[src/rtl/voice_pkg.sv]
// Shared constants for the voice capture path: default geometry of the voice RAM
// and the capture sequencer state encoding.
package voice_pkg;

  localparam int DEF_DATA_W    = 32;
  localparam int DEF_ADDR_W    = 12;
  localparam int DEF_SLOT_BITS = 2;
  localparam int DEF_WPS       = 2 ** (DEF_ADDR_W - DEF_SLOT_BITS);

  typedef logic [2:0] state_t;

  localparam state_t ST_IDLE    = 3'd0;
  localparam state_t ST_CAPTURE = 3'd1;
  localparam state_t ST_FLUSH   = 3'd2;
  localparam state_t ST_DONE    = 3'd3;
  localparam state_t ST_MATCH   = 3'd4;

endpackage

[src/rtl/pdm_clkgen.sv]
// Free-running PDM clock divider: produces the microphone clock and a one-cycle
// sample tick on the last high cycle of each micClk period.
module pdm_clkgen #(
  parameter int CLK_DIV = 40
) (
  input  logic clk,
  input  logic reset,
  output logic mic_clk,
  output logic tick
);

  localparam int CW = $clog2(CLK_DIV);
  localparam logic [CW-1:0] CNT_LAST = CW'(CLK_DIV - 1);
  localparam logic [CW-1:0] CNT_HALF = CW'(CLK_DIV / 2 - 1);

  logic [CW-1:0] cnt;

  always_ff @(posedge clk) begin
    if (reset) begin
      cnt <= '0;
    end else if (cnt == CNT_LAST) begin
      cnt <= '0;
    end else begin
      cnt <= cnt + 1'b1;
    end
  end

  always_ff @(posedge clk) begin
    if (reset) begin
      mic_clk <= 1'b0;
    end else if (cnt == CNT_LAST) begin
      mic_clk <= 1'b1;
    end else if (cnt == CNT_HALF) begin
      mic_clk <= 1'b0;
    end
  end

  // Data is sampled just before micClk falls, when the mic output is settled.
  assign tick = (cnt == CNT_HALF);

endmodule

[src/rtl/voice_capture_ctrl.sv]
// PDM capture sequencer: packs mic samples into words, writes them into a voice RAM
// slot, shares the RAM port with recognizer reads and kicks the recognizer.
module voice_capture_ctrl
  import voice_pkg::*;
#(
  parameter int CLK_DIV   = 40,
  parameter int ADDR_W    = DEF_ADDR_W,
  parameter int DATA_W    = DEF_DATA_W,
  parameter int SLOT_BITS = DEF_SLOT_BITS
) (
  input  logic                          clk,
  input  logic                          reset,
  input  logic                          record,
  input  logic [SLOT_BITS-1:0]          slot_sel,
  input  logic                          micData,
  output logic                          micClk,
  output logic                          ram_wr,
  output logic [ADDR_W-1:0]             ram_addr,
  output logic [DATA_W-1:0]             ram_data,
  input  logic [DATA_W-1:0]             ram_out,
  input  logic                          rd_req,
  input  logic [ADDR_W-1:0]             rd_addr,
  output logic                          rd_gnt,
  output logic                          rd_valid,
  output logic [DATA_W-1:0]             rd_data,
  output logic                          match_start,
  input  logic                          match_done,
  output logic                          busy,
  output logic                          cap_done,
  output logic [ADDR_W-SLOT_BITS:0]     cap_len,
  output logic                          overflow
);

  localparam int WIDX_W = ADDR_W - SLOT_BITS;
  localparam int LEN_W  = WIDX_W + 1;
  localparam int WPS    = 2 ** WIDX_W;
  localparam int BIT_W  = $clog2(DATA_W);

  localparam logic [BIT_W-1:0] LAST_BIT  = BIT_W'(DATA_W - 1);
  localparam logic [LEN_W-1:0] LAST_WORD = LEN_W'(WPS - 1);

  state_t                 state;
  logic [SLOT_BITS-1:0]   slot;
  logic [LEN_W-1:0]       widx;
  logic [BIT_W-1:0]       bitcnt;
  logic [DATA_W-1:0]      shift;
  logic [ADDR_W-1:0]      wr_addr;
  logic                   tick;
  logic                   rec_s1, rec_s2, rec_d;
  logic                   rec_rise;
  logic [DATA_W-1:0]      word_full;

  pdm_clkgen #(
    .CLK_DIV (CLK_DIV)
  ) u_clkgen (
    .clk     (clk),
    .reset   (reset),
    .mic_clk (micClk),
    .tick    (tick)
  );

  // record is a button level from another domain: two flops, then edge detect.
  always_ff @(posedge clk) begin
    if (reset) begin
      rec_s1 <= 1'b0;
      rec_s2 <= 1'b0;
      rec_d  <= 1'b0;
    end else begin
      rec_s1 <= record;
      rec_s2 <= rec_s1;
      rec_d  <= rec_s2;
    end
  end

  assign rec_rise  = rec_s2 && !rec_d;
  assign word_full = {micData, shift[DATA_W-2:0]};

  // Sample packing, LSB first; idle clears it so partial words pad with zeros.
  always_ff @(posedge clk) begin
    if (state == ST_IDLE) begin
      shift <= '0;
    end else if (state == ST_CAPTURE && tick) begin
      if (bitcnt == LAST_BIT) begin
        shift <= '0;
      end else begin
        shift[bitcnt] <= micData;
      end
    end
  end

  always_ff @(posedge clk) begin
    if (reset) begin
      state    <= ST_IDLE;
      slot     <= '0;
      widx     <= '0;
      bitcnt   <= '0;
      overflow <= 1'b0;
      cap_len  <= '0;
      ram_wr   <= 1'b0;
      ram_data <= '0;
    end else begin
      ram_wr <= 1'b0;
      case (state)
        ST_IDLE: begin
          if (rec_rise) begin
            slot     <= slot_sel;
            widx     <= '0;
            bitcnt   <= '0;
            overflow <= 1'b0;
            state    <= ST_CAPTURE;
          end
        end
        ST_CAPTURE: begin
          if (tick) begin
            if (bitcnt == LAST_BIT) begin
              // A completed word is always written, even if record just dropped.
              ram_wr   <= 1'b1;
              wr_addr  <= {slot, widx[WIDX_W-1:0]};
              ram_data <= word_full;
              widx     <= widx + 1'b1;
              bitcnt   <= '0;
              if (widx == LAST_WORD) begin
                overflow <= 1'b1;
                state    <= ST_DONE;
              end else if (!rec_s2) begin
                state <= ST_DONE;
              end
            end else begin
              bitcnt <= bitcnt + 1'b1;
              if (!rec_s2) begin
                state <= ST_FLUSH;
              end
            end
          end else if (!rec_s2) begin
            state <= (bitcnt != '0) ? ST_FLUSH : ST_DONE;
          end
        end
        ST_FLUSH: begin
          ram_wr   <= 1'b1;
          wr_addr  <= {slot, widx[WIDX_W-1:0]};
          ram_data <= shift;
          widx     <= widx + 1'b1;
          if (widx == LAST_WORD) begin
            overflow <= 1'b1;
          end
          state <= ST_DONE;
        end
        ST_DONE: begin
          cap_len <= widx;
          state   <= (slot == '0) ? ST_MATCH : ST_IDLE;
        end
        ST_MATCH: begin
          if (match_done) begin
            state <= ST_IDLE;
          end
        end
        default: state <= ST_IDLE;
      endcase
    end
  end

  // Writes own the port; a read is only granted in a non-write cycle.
  assign rd_gnt   = rd_req && !ram_wr;
  assign ram_addr = ram_wr ? wr_addr : (rd_gnt ? rd_addr : '0);

  always_ff @(posedge clk) begin
    if (reset) begin
      rd_valid <= 1'b0;
    end else begin
      rd_valid <= rd_gnt;
    end
  end

  assign rd_data     = rd_valid ? ram_out : '0;
  assign busy        = (state != ST_IDLE);
  assign cap_done    = (state == ST_DONE);
  assign match_start = (state == ST_DONE) && (slot == '0);

endmodule

[config.mk]
export PLATFORM = sky130hd
export DESIGN_NAME = voice_capture_ctrl
export DESIGN_NICKNAME = d
export VERILOG_FILES = /design/src/rtl/voice_pkg.sv /design/src/rtl/pdm_clkgen.sv /design/src/rtl/voice_capture_ctrl.sv
export SDC_FILE = /design/constraint.sdc
export NUM_CORES = 1
export LEC_CHECK = 0
export ABC_AREA = 1
export CAP_MARGIN = 15
export CORE_MARGIN = 3
export CORE_UTILIZATION = 40
export DETAILED_ROUTE_END_ITERATION = 7
export PLACE_DENSITY = 0.72
export SETUP_SLACK_MARGIN = 0.3
export SLEW_MARGIN = 30
export SYNTH_ARGS = -nofsm -noshare
export SYNTH_HDL_FRONTEND = slang
export SYNTH_SLANG_ARGS = --single-unit
[constraint.sdc]
create_clock -name clk -period 2.8 [get_ports clk]
set_clock_uncertainty 0.2 [all_clocks]
set_input_delay 0.56 -clock clk [delete_from_list [all_inputs] [get_ports clk]]
set_output_delay 0.56 -clock clk [all_outputs]
set_load 0.005 [all_outputs]
# After elaboration in Yosys (flattened, before gate mapping)
# Index checks and enable logic that the tools add are counted.
# op_classes
eq_ne	15
add_sub_neg	3
reduce_logical	22
n_mux	42
order_cmp	2
bitwise_logic	1
# op_table
op	count
two-way mux 32 bit	4
case mux 32 bit (2 select lines)	1
two-way mux 12 bit	4
two-way mux 11 bit	3
case mux 11 bit (3 select lines)	1
bitwise mux 32 bit	1
two-way mux 3 bit	9
case mux 12 bit (2 select lines)	1
two-way mux 5 bit	3
case mux 3 bit (5 select lines)	1
adder 11 x 1 -> 11 bit (second input constant)	1
equality test 11 x 10 -> 1 bit (second input constant)	1
two-way mux 1 bit	10
case mux 5 bit (2 select lines)	1
AND reduction 4 bit	2
adder 6 x 1 -> 6 bit (second input constant)	1
equality test 3 x 2 -> 1 bit (second input constant)	2
equality test 6 x 5 -> 1 bit (second input constant)	1
equality test 6 bit (second input constant)	1
< comparator 5 x 6 -> 1 bit (second input constant)	1
inequality test 2 bit (second input constant)	3
inequality test 3 x 2 -> 1 bit (second input constant)	2
AND reduction 3 bit	2
nonzero test 2 bit	3
20 further kinds	26
# word_totals
regBits	121
out_inout_bits	95

# Longest topological paths before layout
# Gate-level depths: netlist of the first run.
# logic_depth
word_depth	6
ltp_mapped	12
ltp_nobuf	12

# Hierarchy
# A second synthesis of the first run with hierarchy kept.
# unflattened
hier_cells	706
area_unflattened_um2	5242.5
# by_module_without_submodules
module	seq_area_each_um2	area_each_um2	cells_per_inst	instances
voice_capture_ctrl	2402.3	4947.2	668	1
pdm_clkgen	140.1	295.3	38	1

# Least setup slack after synthesis of the first run
# Ideal clock, no wire load.
# synth_timing
kind	register -> register
start	reg bitcnt[0]
end	reg wr_addr[0] (enable)
path_slack_ns	0.059
path_stages_with_launch	10
arrival_ns	2.161
n_path_buf	1
t_required_ns	2.220
path_cell_list	dfxtp_1 > ha_1 > clkinv_1 > nor3_1 > ha_1 > nand4_2 > nand2_4 > nand2_4 > buf_4 > nor2_1
# synth_via
elab_chain_len	3
# synth_rtl
item	line_no	source
from (decl)	voice_capture_ctrl.sv:45	logic [BIT_W-1:0] bitcnt;
from (signal assigned)	voice_capture_ctrl.sv:129	bitcnt <= bitcnt + 1'b1;
equality test 5 bit	voice_capture_ctrl.sv:115	if (bitcnt == LAST_BIT) begin
inequality test 2 x 1 -> 1 bit (no source line)	n/a	
AND reduction 4 bit (no source line)	n/a	
to (signal assigned)	voice_capture_ctrl.sv:118	wr_addr <= {slot, widx[WIDX_W-1:0]};
to (signal assigned)	voice_capture_ctrl.sv:140	wr_addr <= {slot, widx[WIDX_W-1:0]};
to (decl)	voice_capture_ctrl.sv:47	logic [ADDR_W-1:0] wr_addr;
# No other way between the ends.
# A chain may end at the register's enable or synchronous reset.

# Worst setup path in the final report of the first run
# layout_timing
start	in rd_req
end	out ram_addr[9]
# layout_via
elab_chain_len	3
# layout_rtl
item	line_no	source
from (decl)	voice_capture_ctrl.sv:21	input logic rd_req,
logical AND 1 bit	voice_capture_ctrl.sv:163	assign rd_gnt = rd_req && !ram_wr;
two-way mux 12 bit (2 in a row)	voice_capture_ctrl.sv:164	assign ram_addr = ram_wr ? wr_addr : (rd_gnt ? rd_addr : '0);
to (decl)	voice_capture_ctrl.sv:18	output logic [ADDR_W-1:0] ram_addr,
# No other way between the ends.

==> flow_summary.json, run 1 <==
{
  "synth.most_common_cell": "nor2_1",
  "slew_headroom_pct": 66.7,
  "worst_slew_pin_slew_ns": 0.498,
  "numCtsBuffers": 17,
  "critical_path_buf_inv_count": 5,
  "yosys_warnings": 0,
  "synth-main-ff-cell": "dfxtp_1",
  "antenna_found_initial": 0,
  "required_ns": 2.04,
  "crit_type": "in2out",
  "hold_class": "reg2reg",
  "rsz0062_at_grt": "true",
  "area_growth_syn_to_layout_pct": 43.4,
  "drtAntennaViolNets": 0,
  "htree_levels": 4,
  "clkTransAtPathRegs_ns": 0.05,
  "grt_use_total_pct": 19.0,
  "num_antenna_cells": 0,
  "final-hold-violation-count": 0,
  "max_cap_violations": 0,
  "syn_inst": 747,
  "crit_path_end_kind": "primary output",
  "fp-row-count": 42,
  "dpl.hpwl_um": 10100,
  "leakagePower_nw": 3.10,
  "port_buffers": 146,
  "synth_area_mm2": 0.00546,
  "start_util_pct": 41.0,
  "finalSetupViolCount": 0,
  "cts_tree": "done",
  "slowest_delay_ns": 0.41,
  "crit_chain": "clkdlybuf4s50_1, nand2_2, inv_2, buf_12, buf_4, a22o_1, clkdlybuf4s15_1",
  "status": "complete, no violations",
  "post-place-ws_ns": 0.0405,
  "drt_wl_total_um": 14200,
  "grt_max_degree": 47,
  "ys_seq_area_share_pct": 46.6,
  "ys_ff_latch": 121,
  "ctsLongestPathBuffers": 2,
  "grt_pass1_wl_um": 22700,
  "synth_top_area_cell": "dfxtp_1",
  "synth_edf_count": 12,
  "clock_latency_ns": 0.40,
  "powerDensity_mw_per_mm2": 597,
  "cts_root_buf": "clkbuf_16",
  "synth_async_sr_flop_share_pct": 0,
  "synthTopCellsByArea": "dfxtp_1, nor2_1, nand2_1",
  "core_mm2": 0.0133,
  "maxSlewViolCount": 0,
  "drt-initial-drc-count": 364,
  "period_share_pct": 89.1,
  "post_synth_num_cell_types": 35,
  "finalCriticalPeriod_ns": 2.50,
  "setup-tns-final_ns": 0,
  "syn_avg_cell_area_um2": 7.30,
  "die_h_um": 123,
  "drive_gt1_share_pct": 9.96,
  "num_vias": 5224,
  "cp_slowest_cell": "clkdlybuf4s50_1",
  "wl_per_cell_um": 13.1,
  "finalNetCount": 960,
  "synth_commonest_cells": "nor2_1, nand2_1, dfxtp_1",
  "fin_cells": 1090,
  "die_area_mm2": 0.0151,
  "gr-total-overflow": 0,
  "io_pins": 147,
  "synthesis.nets": 806,
  "drc": 0,
  "placed_cells": 1051,
  "post_drt_via_cell_ratio": 4.79,
  "die_w_um": 123,
  "path_max_fanout": 8,
  "ir_drop_mv": 0.353,
  "grt_pass1_vias": 4684,
  "startpoint_type": "input port",
  "clock-sinks": 121,
  "crit_family": "buffers and inverters",
  "first_pass_iters": 6,
  "synth_top_area_share_pct": 40.0,
  "gp_congestion": 0.876,
  "fin_ws_ns": 0.304,
  "cp.arrival_ns": 1.74,
  "fmax_mhz": 401
}
-- tightest hold or removal path, stage by stage, from the launching register on --
cell and delay, ns:
dfxtp_1 0.29, inv_1 0.04, nor2_1 0.03
-- what timing repair did --
item                                    CTS  global route
pin swaps                                 3             5
hold buffers                              0             0
setup buffers                             4             3
gates resized for setup                  18            23
endpoints found under the setup margin   16            31
-- stage by stage --
step / hold WS [ns] / utilization [%] / power [mW] / cell area [µm²]
after detailed placement: 0.197 / 53.5 / 2.45 / 7120
after global routing: 0.236 / 58.8 / 4.86 / 7820
final: 0.204 / 58.8 / 4.67 / 7820
after CTS: 0.205 / 58.5 / 4.70 / 7770
after floorplan: 0.188 / - / 2.14 / 5460
after global placement: 0.191 / 53.5 / 2.44 / 7120
-- path summary, 6_finish.rpt --
kind,slack [ns],endpoint,depth (start not counted),from
worst min register to register,0.20,rec_s2,2,rec_s1
worst max register to register,0.53,wr_addr[10],9,bitcnt[0]
worst min-delay path,0.20,rec_s2,2,rec_s1
worst max-delay path,0.30,ram_addr[9],7,rd_req
-- power breakdown --
part,internal [mW],switching [mW]
Combinational,0.291,0.274
Clock,1.50,0.761
Sequential,1.81,0.0342
Total,3.60,1.07
-- logic make-up after synthesis --
kind of cell	share of synthesized area, %
AND/OR/NAND/NOR	25.9
AO/OA/AOI/OAI	15.6
buffers and inverters	9.50
flip-flops	46.6
adder cells (fa/ha/maj)	1.61
XOR/XNOR	0.803
-- final cells by class --
class,instances,area [µm²]
multi-input combinational,502,2420
tap,176,220
inverter,88,333
timing repair buffer,171,1680
sequential,121,2550
clock inverter,10,140
clock buffer,22,485
fill,1224,5470
-- sequential cells by signal, indices dropped and copies added (netlist names), 2 cells and up --
name and cells:
widx 11, cap_len 11, ram_data 32, u_clkgen.cnt 6, state 3, shift 32
wr_addr 12, slot 2, bitcnt 5
-- metal layers --
metal | vias up | wire length, µm | global-route usage (%)
li1 | 2726 | - | -
met1 | 2307 | 6270 | 23.4
met2 | 177 | 6630 | 32.1
met3 | 14 | 1200 | 5.48
met4 | 0 | 140 | 5.88
met5 | - | 0 | 0
-- layout by cell type (no fill, tap or decap), types with 12 or more instances in the layout --
cell type and instances:
nor2_1 133, clkdlybuf4s50_1 133, nand2_1 118, dfxtp_1 107
inv_1 76, o21ai_0 70, a21oi_1 58, nand3_1 50
buf_4 19, clkbuf_16 18, o21ai_1 14, a22o_1 12
edfxtp_1 12
(Power assumes the default switching activity.)
==> run 2, diff against run 1 <==
--- a/config.mk
+++ b/config.mk
@@ -8,9 +8,9 @@
 export ABC_AREA = 1
 export CAP_MARGIN = 15
 export CORE_MARGIN = 3
-export CORE_UTILIZATION = 40
+export CORE_UTILIZATION = 36
 export DETAILED_ROUTE_END_ITERATION = 7
-export PLACE_DENSITY = 0.72
+export PLACE_DENSITY = 0.66
 export SETUP_SLACK_MARGIN = 0.3
 export SLEW_MARGIN = 30
 export SYNTH_ARGS = -nofsm -noshare
==> flow_summary.json, run 2 (same netlist as run 1, synthesis figures left out) <==
{
  "status": "complete, no violations",
  "crit_chain": "clkdlybuf4s50_1, nand2_2, inv_2, buf_12, a22o_1, dlygate4sd2_1",
  "grt_use_total_pct": 16.6,
  "drt_wl_total_um": 14100,
  "rsz0062_at_grt": "false",
  "finalNetCount": 954,
  "startpoint_type": "input port",
  "drtAntennaViolNets": 0,
  "placed_cell_area_mm2": 0.00713,
  "htree_levels": 4,
  "grt_max_degree": 41,
  "cts_root_buf": "clkbuf_16",
  "final-hold-violation-count": 0,
  "cts_tree": "done",
  "die_area_mm2": 0.0167,
  "ctsLongestPathBuffers": 2,
  "port_buffers": 146,
  "top_regs": "ram_data x32, shift x32, wr_addr x12",
  "drive_gt1_share_pct": 8.92,
  "hold_class": "reg2reg",
  "num_antenna_cells": 0,
  "path_max_fanout": 11,
  "die_h_um": 129,
  "finalSetupViolCount": 0,
  "wl_per_cell_um": 12.9,
  "crit_type": "in2out",
  "antenna_found_initial": 0,
  "ir_drop_mv": 0.334,
  "grt_pass1_wl_um": 22300,
  "clock-sinks": 121,
  "core_mm2": 0.0147,
  "drc": 0,
  "num_vias": 5151,
  "powerDensity_mw_per_mm2": 574,
  "cp_slowest_cell": "clkdlybuf4s50_1",
  "gr-total-overflow": 0,
  "finalCriticalPeriod_ns": 2.45,
  "slew_headroom_pct": 65.2,
  "area_growth_syn_to_layout_pct": 41.9,
  "period_share_pct": 87.5,
  "post_drt_via_cell_ratio": 4.72,
  "final_cell_area_mm2": 0.00774,
  "fmax_mhz": 408,
  "clock_latency_ns": 0.41,
  "grt_pass1_vias": 4562,
  "io_pins": 147,
  "first_pass_iters": 5,
  "maxSlewViolCount": 0,
  "layout_common_cells": "nor2_1, clkdlybuf4s50_1, nand2_1",
  "fp-row-count": 44,
  "setup-tns-final_ns": 0,
  "worst_slew_pin_slew_ns": 0.520,
  "die_w_um": 129,
  "dpl.hpwl_um": 10200,
  "gp_congestion": 0.814,
  "crit_path_end_kind": "primary output",
  "drt-initial-drc-count": 252,
  "start_util_pct": 37.1,
  "slowest_delay_ns": 0.42,
  "required_ns": 2.04,
  "numCtsBuffers": 17,
  "cp.arrival_ns": 1.69,
  "max_cap_violations": 0,
  "leakagePower_nw": 3.06,
  "clkTransAtPathRegs_ns": 0.05
}
-- run 2: changes by cell type in the layout (fill, tap and decap cells not counted), sizes merged --
cell,change
dlygate4sd2,+7
buf,-6
clkbuf,-5
clkdlybuf4s15,-3
bufinv,-2
inv,+2
clkinvlp,+1
-- run 2: critical path: cells and delay by family --
kind	cells	cell delay, ns
buffers and inverters	4	0.87
AO/OA/AOI/OAI	1	0.17
AND/OR/NAND/NOR	1	0.08
-- run 2: through the flow --
stage / hold slack (ns) / setup slack (ns) / utilization, % / power (mW) / cells
3_3_place_gp: 0.192 / 0.0604 / 48.5 / 2.44 / 1057
3_5_place_dp: 0.193 / 0.0402 / 48.5 / 2.45 / 1057
4_1_cts: 0.220 / 0.305 / 52.3 / 4.49 / 1090
6_report: 0.216 / 0.351 / 52.7 / 4.44 / 1092
5_1_grt: 0.238 / 0.301 / 52.7 / 4.62 / 1092
2_1_floorplan: 0.188 / 0.420 / - / 2.14 / 747
-- run 2: repair_timing --
action,in CTS,in global routing
endpoints found under the setup margin,18,41
hold buffers,0,0
cloned,0,0
gates resized for setup,20,9
endpoints found under the hold margin,0,0
setup buffers,1,2
pin swaps,1,2
-- run 2: metal layers --
layer	vias to the layer above	routed length, µm	GRT usage (%)
li1	2709	-	-
met1	2289	6590	21.5
met2	145	6500	27.0
met3	8	912	4.29
met4	0	108	5.56
met5	-	0	0
-- run 2: final cells by class --
cell class	instances	area, µm²
Clock buffer	21	460
Clock inverter	11	96.3
Fill cell	1413	6960
Inverter	88	333
Multi-Input combinational cell	502	2420
Sequential cell	121	2550
Tap cell	184	230
Timing Repair Buffer	165	1650
-- run 2: worst paths after layout --
kind	startpoint	to	slack, ns	cells after the start
worst max-delay path	rd_req	ram_addr[9]	0.35	6
worst min-delay path	rec_s1	rec_s2	0.22	2
worst max register to register	bitcnt[0]	wr_addr[0]	0.49	9
worst min register to register	rec_s1	rec_s2	0.22	2
-- run 2: power by group --
| part | internal, mW | switching (mW) | total (mW) |
|---|---|---|---|
| registers | 1.81 | 0.0361 | 1.85 |
| clock network | 1.26 | 0.779 | 2.04 |
| logic | 0.286 | 0.267 | 0.553 |
==> run 3, diff against run 2 <==
--- a/config.mk
+++ b/config.mk
@@ -10,6 +10,7 @@
 export CORE_MARGIN = 3
 export CORE_UTILIZATION = 36
 export DETAILED_ROUTE_END_ITERATION = 7
+export GPL_TIMING_DRIVEN = 0
 export PLACE_DENSITY = 0.66
 export SETUP_SLACK_MARGIN = 0.3
 export SLEW_MARGIN = 30
==> flow_summary.json, run 3 (same netlist as run 1, synthesis figures left out) <==
{
  "hold_depth": 2,
  "clock-sinks": 121,
  "io_pins": 147,
  "status": "complete, no violations",
  "wl_per_cell_um": 13.4,
  "worst_slew_pin_slew_ns": 0.698,
  "final-hold-violation-count": 0,
  "layout_commonest_cell": "nor2_1",
  "worstSetupPathDepth": 4,
  "finalSetupViolCount": 0,
  "gr-total-overflow": 0,
  "num_vias": 5382,
  "grt_use_total_pct": 18.2,
  "numCtsBuffers": 17,
  "grt_pass1_vias": 4898,
  "drtAntennaViolNets": 0,
  "clock_latency_ns": 0.41,
  "crit_family": "buffers and inverters",
  "cp_slowest_cell": "clkdlybuf4s50_1",
  "top_regs": "ram_data x32, shift x32, wr_addr x12",
  "fmax_mhz": 410,
  "num_antenna_cells": 0,
  "slew_headroom_pct": 53.5,
  "post_drt_via_cell_ratio": 4.74,
  "drt_wl_total_um": 15200,
  "cts_tree": "done",
  "finalNetCount": 998,
  "crit_path_end_kind": "primary output",
  "hold_class": "reg2reg",
  "finalCriticalPeriod_ns": 2.44,
  "rr_worst_depth": 17,
  "gp_congestion": 0.823,
  "die_area_mm2": 0.0167,
  "clkTransAtPathRegs_ns": 0.05,
  "reg2reg_slack_ns": 0.37,
  "startpoint_type": "flip-flop",
  "die_h_um": 129,
  "start_util_pct": 37.1,
  "hold_buffers": 0,
  "final_cell_area_mm2": 0.00811,
  "setup-tns-final_ns": 0,
  "die_w_um": 129,
  "core_mm2": 0.0147,
  "ctsLongestPathBuffers": 2,
  "crit_type": "reg2out",
  "required_ns": 2.04,
  "hold_ws_ns": 0.198,
  "dpl.hpwl_um": 11100,
  "area_growth_syn_to_layout_pct": 48.6,
  "fp-row-count": 44,
  "path_max_fanout": 10,
  "drive_gt1_share_pct": 12.8,
  "htree_levels": 4,
  "slowest_delay_ns": 0.48,
  "antenna_found_initial": 0,
  "crit_chain": "buf_4, nor2_2, nand2_4, clkdlybuf4s50_1",
  "powerDensity_mw_per_mm2": 594,
  "first_pass_iters": 5,
  "cp.arrival_ns": 1.68,
  "grt_pass1_wl_um": 24100,
  "maxSlewViolCount": 0,
  "cts_root_buf": "clkbuf_16",
  "drt-initial-drc-count": 335,
  "layout_common_cells": "nor2_1, clkdlybuf4s50_1, nand2_1",
  "drc": 0,
  "period_share_pct": 87.1,
  "rsz0062_at_grt": "false",
  "port_buffers": 145,
  "max_cap_violations": 0,
  "power_mw": 4.82,
  "placed_cell_area_mm2": 0.00714,
  "ir_drop_mv": 0.369,
  "critical_path_buf_inv_count": 2,
  "leakagePower_nw": 3.33,
  "grt_max_degree": 17,
  "post-route-util_pct": 55.1
}
## run 3: final timing paths
path | startpoint | endpoint
worst max register to register | ram_wr | rd_valid
worst min-delay path | rec_s1 | rec_s2
worst max-delay path | state[1] | busy
worst min register to register | rec_s1 | rec_s2
## run 3: report_power, final
group          total (mW)  switching [mW]  internal [mW]
clock                2.37           0.746           1.63
sequential           1.85          0.0375           1.81
combinational       0.595           0.284          0.311
total                4.82            1.07           3.75
## run 3: worst register-to-register path: cells and delay by family, from the launching register on
kind	cells	cell delay (ns)
simple gates	2	0.11
flops	1	0.36
buf+inv	15	1.71
## run 3: cell type report
type / count / area [µm²]
Clock inverter: 7 / 135
Tap cell: 184 / 230
Inverter: 88 / 338
Multi-Input combinational cell: 502 / 2430
Clock buffer: 24 / 513
Buffer: 36 / 220
Timing Repair Buffer: 173 / 1690
Fill cell: 1376 / 6590
Sequential cell: 121 / 2550
## run 3: metrics by stage
step,setup slack [ns],std cells
2_1_floorplan,0.420,747
3_3_place_gp,-0.259,1076
3_5_place_dp,-0.273,1076
4_1_cts,0.304,1130
5_1_grt,0.291,1135
6_report,0.361,1135
## run 3: layer usage
layer | wire length [µm] | global-route usage [%]
met5 | 0 | 0
met4 | 154 | 5.13
met3 | 953 | 5.15
met2 | 7020 | 29.7
met1 | 7110 | 23.6
## run 3: what timing repair did
item                                    in CTS  in global routing
buffers inserted                            23                  5
endpoints found under the setup margin     105                 49
pin swaps                                    3                  2
gates resized for setup                     36                 17
